==> src/rtl/dig_input_conditioner.sv <==
// dig_input_conditioner
//
// Front end for the DigCt logic stage. Each raw, asynchronous input line is
// synchronised into the CLK domain and then debounced. A new level is only
// accepted after it has been held for DEB_CYCLES consecutive clock edges.
// Every accepted transition produces a one-cycle RISE or FALL pulse.
//
// Build option:
//   DIG_COND_SYNC3_EN - when defined, a third synchroniser stage is added.
//                       All latencies then grow by one edge.
//
// Parameters:
//   WIDTH      - number of conditioned lines (bit i drives DigCt IN(i+1))
//   DEB_CYCLES - edges a new level must persist before acceptance (2..255)
//   RESET_VAL  - reset value of the sync stages and COND_OUT
//
// Ports:
//   CLK      in   rising-edge clock, shared with DigCt
//   RST_N    in   asynchronous active-low reset
//   RAW_IN   in   raw lines, asynchronous to CLK
//   HOLD     in   freezes counters, COND_OUT and STABLE; the sync stages
//                 keep sampling
//   COND_OUT out  debounced, registered levels
//   RISE     out  one-cycle pulse on an accepted 0->1 transition
//   FALL     out  one-cycle pulse on an accepted 1->0 transition
//   STABLE   out  1 when no line has a change pending
module dig_input_conditioner #(
    parameter int               WIDTH      = 5,
    parameter int               DEB_CYCLES = 16,
    parameter logic [WIDTH-1:0] RESET_VAL  = '0
) (
    input  logic             CLK,
    input  logic             RST_N,
    input  logic [WIDTH-1:0] RAW_IN,
    input  logic             HOLD,
    output logic [WIDTH-1:0] COND_OUT,
    output logic [WIDTH-1:0] RISE,
    output logic [WIDTH-1:0] FALL,
    output logic             STABLE
);

    localparam int               CNT_W   = $clog2(DEB_CYCLES);
    localparam logic [CNT_W-1:0] CNT_MAX = CNT_W'(DEB_CYCLES - 1);

    logic [WIDTH-1:0] s1_q, s1_d;
    logic [WIDTH-1:0] s2_q, s2_d;
`ifdef DIG_COND_SYNC3_EN
    logic [WIDTH-1:0] s3_q, s3_d;
`endif
    logic [WIDTH-1:0] s_sync;

    logic [WIDTH-1:0][CNT_W-1:0] cnt_q, cnt_d;
    logic [WIDTH-1:0]            cond_q, cond_d;
    logic [WIDTH-1:0]            rise_q, rise_d;
    logic [WIDTH-1:0]            fall_q, fall_d;
    logic                        stable_q, stable_d;

    // Synchroniser chain: never gated by HOLD so the view of RAW_IN stays current.
    always_comb begin
        s1_d = RAW_IN;
        s2_d = s1_q;
`ifdef DIG_COND_SYNC3_EN
        s3_d   = s2_q;
        s_sync = s3_q;
`else
        s_sync = s2_q;
`endif
    end

    // Per-bit debounce. A counter only runs while the synchronised level
    // differs from the accepted level, and it saturates at CNT_MAX: the
    // edge that finds it at CNT_MAX with the difference still present is
    // the acceptance edge.
    always_comb begin
        cnt_d    = cnt_q;
        cond_d   = cond_q;
        rise_d   = '0;
        fall_d   = '0;
        stable_d = stable_q;
        if (!HOLD) begin
            for (int i = 0; i < WIDTH; i++) begin
                if (s_sync[i] == cond_q[i]) begin
                    cnt_d[i] = '0;
                end else if (cnt_q[i] == CNT_MAX) begin
                    cond_d[i] = s_sync[i];
                    cnt_d[i]  = '0;
                    rise_d[i] = s_sync[i];
                    fall_d[i] = ~s_sync[i];
                end else begin
                    cnt_d[i] = cnt_q[i] + CNT_W'(1);
                end
            end
            // Uses next-state counters and outputs so STABLE rises on the
            // same edge that accepts or abandons the last pending change.
            stable_d = (cnt_d == '0) && (s_sync == cond_d);
        end
    end

    always_ff @(posedge CLK or negedge RST_N) begin
        if (!RST_N) begin
            s1_q     <= RESET_VAL;
            s2_q     <= RESET_VAL;
`ifdef DIG_COND_SYNC3_EN
            s3_q     <= RESET_VAL;
`endif
            cnt_q    <= '0;
            cond_q   <= RESET_VAL;
            rise_q   <= '0;
            fall_q   <= '0;
            stable_q <= 1'b1;
        end else begin
            s1_q     <= s1_d;
            s2_q     <= s2_d;
`ifdef DIG_COND_SYNC3_EN
            s3_q     <= s3_d;
`endif
            cnt_q    <= cnt_d;
            cond_q   <= cond_d;
            rise_q   <= rise_d;
            fall_q   <= fall_d;
            stable_q <= stable_d;
        end
    end

    assign COND_OUT = cond_q;
    assign RISE     = rise_q;
    assign FALL     = fall_q;
    assign STABLE   = stable_q;

endmodule

==> config.mk <==
export PLATFORM = sky130hd
export DESIGN_NAME = dig_input_conditioner
export DESIGN_NICKNAME = d
export VERILOG_FILES = /design/src/rtl/dig_input_conditioner.sv
export SDC_FILE = /design/constraint.sdc
export NUM_CORES = 1
export LEC_CHECK = 0
export BUFFER_PORTS_ARGS = -buffer_cell sky130_fd_sc_hd__buf_4
export CAP_MARGIN = 20
export CORE_UTILIZATION = 56
export DETAILED_ROUTE_END_ITERATION = 10
export PLACE_DENSITY = 0.77
export SKIP_LAST_GASP = 1
export SYNTH_ARGS = -nofsm -noshare
export SYNTH_HDL_FRONTEND = slang
export SYNTH_SLANG_ARGS = --single-unit
==> constraint.sdc <==
create_clock -name CLK -period 2.1 [get_ports CLK]
set_input_delay 0.21 -clock CLK [delete_from_list [all_inputs] [get_ports CLK]]
set_output_delay 0.21 -clock CLK [all_outputs]
set_load 0.05 [all_outputs]
==> flow_summary.json, run 1 <==
{
  "slew_viol_final": 0,
  "synth_top_area_frac": 0.570,
  "fin_util": 0.685,
  "hold_path.class": "in2reg",
  "critPathCapture": "STABLE",
  "synth-async-reset-ratio": 1.00,
  "diodes": 0,
  "rsz0062_at_grt": "false",
  "ir_drop_uv": 421,
  "fin_skew_ns": 0.0149,
  "hpwl_um": 2290,
  "grt_max_degree": 48,
  "wl_um": 3400,
  "synth_cell_types": 31,
  "port_buffers": 23,
  "syn_nets": 191,
  "worstPathCellList": "ha_1 > nand3_1 > o21ai_0 > or3b_1 > o31ai_2",
  "ff2ff_path_depth": 5,
  "clk_path_buf_depth": 2,
  "synth_common_cells": "dfrtp_1 (45), o21ai_0 (26), nand2_1 (21)",
  "yosysMostFrequentCell": "dfrtp_1",
  "synth_top_area_cell": "dfrtp_1",
  "power_density_nw_per_um2": 680,
  "cts_buffers": 5,
  "r2r-start": "cnt_q[4]",
  "worstPathRequired_ns": 2.39,
  "syn_area_um2": 1970,
  "avgSynthCellArea_um2": 11.1,
  "clk_pin_slew_ns": 0.13,
  "die_area_um2": 3770,
  "status": "finished, final reports clean",
  "timing.rr.end": "STABLE",
  "firstDrtPassIters": 4,
  "tightestPinTransition_ns": 0.556,
  "wire_per_inst_um": 13.3,
  "grt_pass1_vias": 1294,
  "synth-edff-count": 0,
  "drc_errors": 0,
  "hold_violations": 0,
  "cts_resized": 0,
  "die_w_um": 61.4,
  "cts_tree": "done",
  "r2r_slack_ns": 0.42,
  "setup_tns_ns": 0,
  "synth_area_leaders": "dfrtp_1 (57%), o21ai_0 (6.6%), nand2_1 (4.0%)",
  "grt_pass1_wl_um": 5370,
  "critPathMaxFanout": 6,
  "startpoint_type": "register",
  "start_util": 0.587,
  "vias": 1413,
  "antenna_left": 0,
  "gr-total-overflow": 0,
  "die_h_um": 61.4,
  "clock_sinks": 46,
  "via_per_inst": 5.52,
  "slowest_delay_ns": 0.41,
  "critPathSlowestCell": "dfrtp_1",
  "max_freq_mhz": 595,
  "power.leakage_nw": 1.08,
  "syn_inst": 178,
  "setup_viol": 0,
  "slew_headroom": 0.629,
  "num-nets-final": 222,
  "gp_congestion": 0.699,
  "drive_gt1_frac": 0.186,
  "min_period_ns": 1.68,
  "worstSetupPathType": "reg2reg",
  "ys_ff_latch": 46,
  "synthFlopType": "dfrtp_1",
  "ios": 24,
  "htreeDepth": 2,
  "antenna_found_initial": 0,
  "cap_viol_max_count": 0,
  "clk_latency_ns": 0.37,
  "drtIter0Drc": 57,
  "grt_usage": 0.203,
  "cp.arrival_ns": 1.97,
  "fp.coreArea_um2": 3360,
  "synthToLayoutAreaGrowth_pct": 16.6,
  "num_rows": 21,
  "min_period_over_period": 0.800,
  "worstSetupStartpoint": "cnt_q[4]",
  "yosysSeqAreaShare": 0.584,
  "yosysWarnings": 0,
  "cts_root_buf": "clkbuf_4",
  "cp-end-kind": "register"
}
area by class of cell:
cell class,count,area (um^2)
Clock inverter,1,5.00
Timing Repair Buffer,29,233
Fill cell,282,1060
Multi-Input combinational cell,124,788
Sequential cell,46,1150
Inverter,3,11.3
Tap cell,46,57.6
Clock buffer,7,55.1
layer usage:
| metal | vias to the layer above | GRT usage | wire length [um] |
|---|---|---|---|
| met2 | 24 | 0.352 | 1690 |
| met1 | 692 | 0.236 | 1530 |
| met4 | 0 | 0.111 | 79 |
| li1 | 690 | - | - |
| met3 | 7 | 0.0441 | 98 |
| met5 | - | 0 | 0 |
worst min path at each step:
stage               depth (start not counted)           to  slack (ns)   from
global route                                3       STABLE        0.28   HOLD
floorplan                                   0  COND_OUT[0]       -0.09  RST_N
global placement                            1      s1_q[4]        0.23  RST_N
finish                                      3       STABLE        0.26   HOLD
detailed placement                          1      s2_q[4]        0.25  RST_N
CTS                                         3       STABLE        0.26   HOLD
cell families after synthesis:
group                    synth area share
AO/OA/AOI/OAI                       0.105
XOR/XNOR                           0.0488
adder cells (fa/ha/maj)            0.0317
buffers and inverters              0.0171
flip-flops                          0.584
multiplexers                       0.0387
AND/OR/NAND/NOR                     0.175
critical path, delay by kind of cell, from the launching register on:
kind	cells	cell delay, ns
flip-flops	1	0.41
AND/OR/NAND/NOR	2	0.56
AO/OA/AOI/OAI	2	0.41
adder cells (fa/ha/maj)	1	0.21
placed cells by master, fill, tap and decap left out, drive strengths merged, types with 4 or more instances in the layout:
cell type / count
nand3: 10
xor2: 8
nor4b: 4
a21oi: 4
nor3b: 6
clkbuf: 7
dlygate4sd3: 6
nor2: 8
dfrtp: 45
ha: 5
buf: 23
nand2: 21
o21ai: 26
nand3b: 5
mux2: 5
per-stage QoR:
| stage | setup WS [ns] | std cells | hold slack, ns | power, mW | instance area, um^2 |
|---|---|---|---|---|---|
| after detailed placement | 0.444 | 242 | 0.247 | 1.15 | 2180 |
| after CTS | 0.418 | 256 | 0.255 | 1.58 | 2300 |
| after floorplan | 0.466 | 178 | -0.0856 | 1.09 | 1970 |
| after global routing | 0.322 | 256 | 0.277 | 1.64 | 2300 |
| after global placement | 0.563 | 242 | 0.231 | 1.13 | 2180 |
| final | 0.419 | 256 | 0.258 | 1.57 | 2300 |
flip-flops by register name, summed over array words and instances, names as in the netlist:
register	cells
cnt_q	20
STABLE	1
COND_OUT	5
s2_q	5
RISE	5
s1_q	5
FALL	5
where the power goes:
part	switching [mW]	internal (mW)	total (mW)
clock	0.267	0.163	0.430
sequential	0.0431	0.929	0.973
combinational	0.0948	0.0694	0.164
repair_timing:
action | 4_1_cts | 5_1_grt
hold buffers | 6 | 0
setup buffers | 0 | 0
endpoints found under the hold margin | 50 | 0
Note: power is estimated with default switching activity, not from simulation.
==> run 2, diff against run 1 <==
Clock period 2.1 ns to 1.6 ns, I/O delays scaled along.
==> flow_summary.json, run 2 (synthesis results as in run 1) <==
{
  "ff2ff_path_depth": 4,
  "clock_sinks": 46,
  "startpoint_type": "register",
  "slew_headroom": 0.621,
  "mostFrequentLayoutCell": "dfrtp_1",
  "die_area_um2": 3770,
  "num_rows": 21,
  "num-nets-final": 225,
  "rsz0062_at_grt": "true",
  "post_dp_cell_area_um2": 2190,
  "gp_congestion": 0.730,
  "ios": 24,
  "via_per_inst": 5.61,
  "vias": 1454,
  "power_density_nw_per_um2": 883,
  "start_util": 0.587,
  "clk_latency_ns": 0.34,
  "whs_path_depth": 3,
  "grt_pass1_vias": 1380,
  "final_cell_mix": "dfrtp_1 (44), buf_4 (26), o21ai_0 (24), nand2_1 (21), nand3_1 (10)",
  "worstSetupPathType": "reg2reg",
  "htreeDepth": 2,
  "cts_root_buf": "clkbuf_4",
  "drive_gt1_frac": 0.211,
  "setup_tns_ns": 0,
  "setup_viol": 0,
  "worstPathRequired_ns": 1.87,
  "cts_tree": "done",
  "cp-end-kind": "register",
  "max_freq_mhz": 642,
  "min_period_over_period": 0.973,
  "diodes": 0,
  "antenna_left": 0,
  "die_h_um": 61.4,
  "fp.coreArea_um2": 3360,
  "ir_drop_uv": 420,
  "tightestPinTransition_ns": 0.569,
  "port_buffers": 23,
  "drtIter0Drc": 101,
  "grt_pass1_wl_um": 5760,
  "largest_register_ffs": 20,
  "timing.hold.ws_ns": 0.230,
  "firstDrtPassIters": 4,
  "grt_usage": 0.211,
  "largest-register": "cnt_q",
  "grt_max_degree": 48,
  "hpwl_um": 2500,
  "hold_violations": 0,
  "clk_path_buf_depth": 2,
  "hold_path.class": "in2reg",
  "clk_pin_slew_ns": 0.12,
  "fin_skew_ns": 0.00593,
  "gr-total-overflow": 0,
  "cap_viol_max_count": 0,
  "design_area_um2": 2330,
  "wl_um": 3640,
  "synthToLayoutAreaGrowth_pct": 18.1,
  "critPathMaxFanout": 2,
  "drc_errors": 0,
  "cp.arrival_ns": 1.82,
  "slew_viol_final": 0,
  "wire_per_inst_um": 14.1,
  "die_w_um": 61.4,
  "min_period_ns": 1.56,
  "status": "finished, final reports clean",
  "cts_buffers": 5,
  "antenna_found_initial": 0,
  "power.leakage_nw": 1.09
}
==> run 2: final timing paths <==
| path | from | endpoint | slack [ns] |
|---|---|---|---|
| worst max-delay path | cnt_q[4] | STABLE | 0.04 |
| worst min-delay path | HOLD | STABLE | 0.23 |
| worst max register to register | cnt_q[4] | STABLE | 0.04 |
| worst min register to register | s1_q[4] | s2_q[4] | 0.36 |
| max in group asynchronous | RST_N | COND_OUT[4] | 0.86 |
| min in group asynchronous | RST_N | RISE[4] | 0.33 |
==> run 2: routing by layer <==
layer | share of wire | vias to the layer above | track usage
li1 | - | 699 | -
met1 | 0.42 | 717 | 0.244
met2 | 0.53 | 31 | 0.387
met3 | 0.037 | 7 | 0.0504
met4 | 0.014 | 0 | 0.0667
met5 | 0 | - | 0
==> run 2: area by class of cell <==
cell class	instances	area (um^2)
tap	46	57.6
timing repair buffer	32	255
inverter	3	11.3
fill	260	1030
multi-input combinational	124	793
clock inverter	1	5.00
sequential	46	1150
clock buffer	7	55.1
==> run 2: critical path, stage by stage (launching register included) <==
cell and delay, ns:
dfrtp_1 0.41, ha_1 0.32, o21ai_1 0.17, or3b_1 0.37, o31ai_2 0.21
==> run 2: what timing repair did <==
item	4_1_cts	5_1_grt
setup buffers	0	2
resized for setup	1	3
hold buffers	6	0
setup endpoints to repair	1	3
endpoints found under the hold margin	50	0
==> run 2: report_power, final <==
group	switching [mW]	internal [mW]	total, mW
Clock	0.334	0.214	0.548
Combinational	0.133	0.101	0.234
Sequential	0.0553	1.22	1.28
Total	0.523	1.53	2.06
==> run 2: metrics by stage <==
step	utilization	instances	power (mW)	worst slack, ns
floorplan	-	178	1.42	0.0208
global placement	0.651	243	1.48	0.110
detailed placement	0.651	243	1.51	-0.00925
CTS	0.687	257	2.07	0.00495
global route	0.693	259	2.16	-0.0290
finish	0.693	259	2.06	0.0430
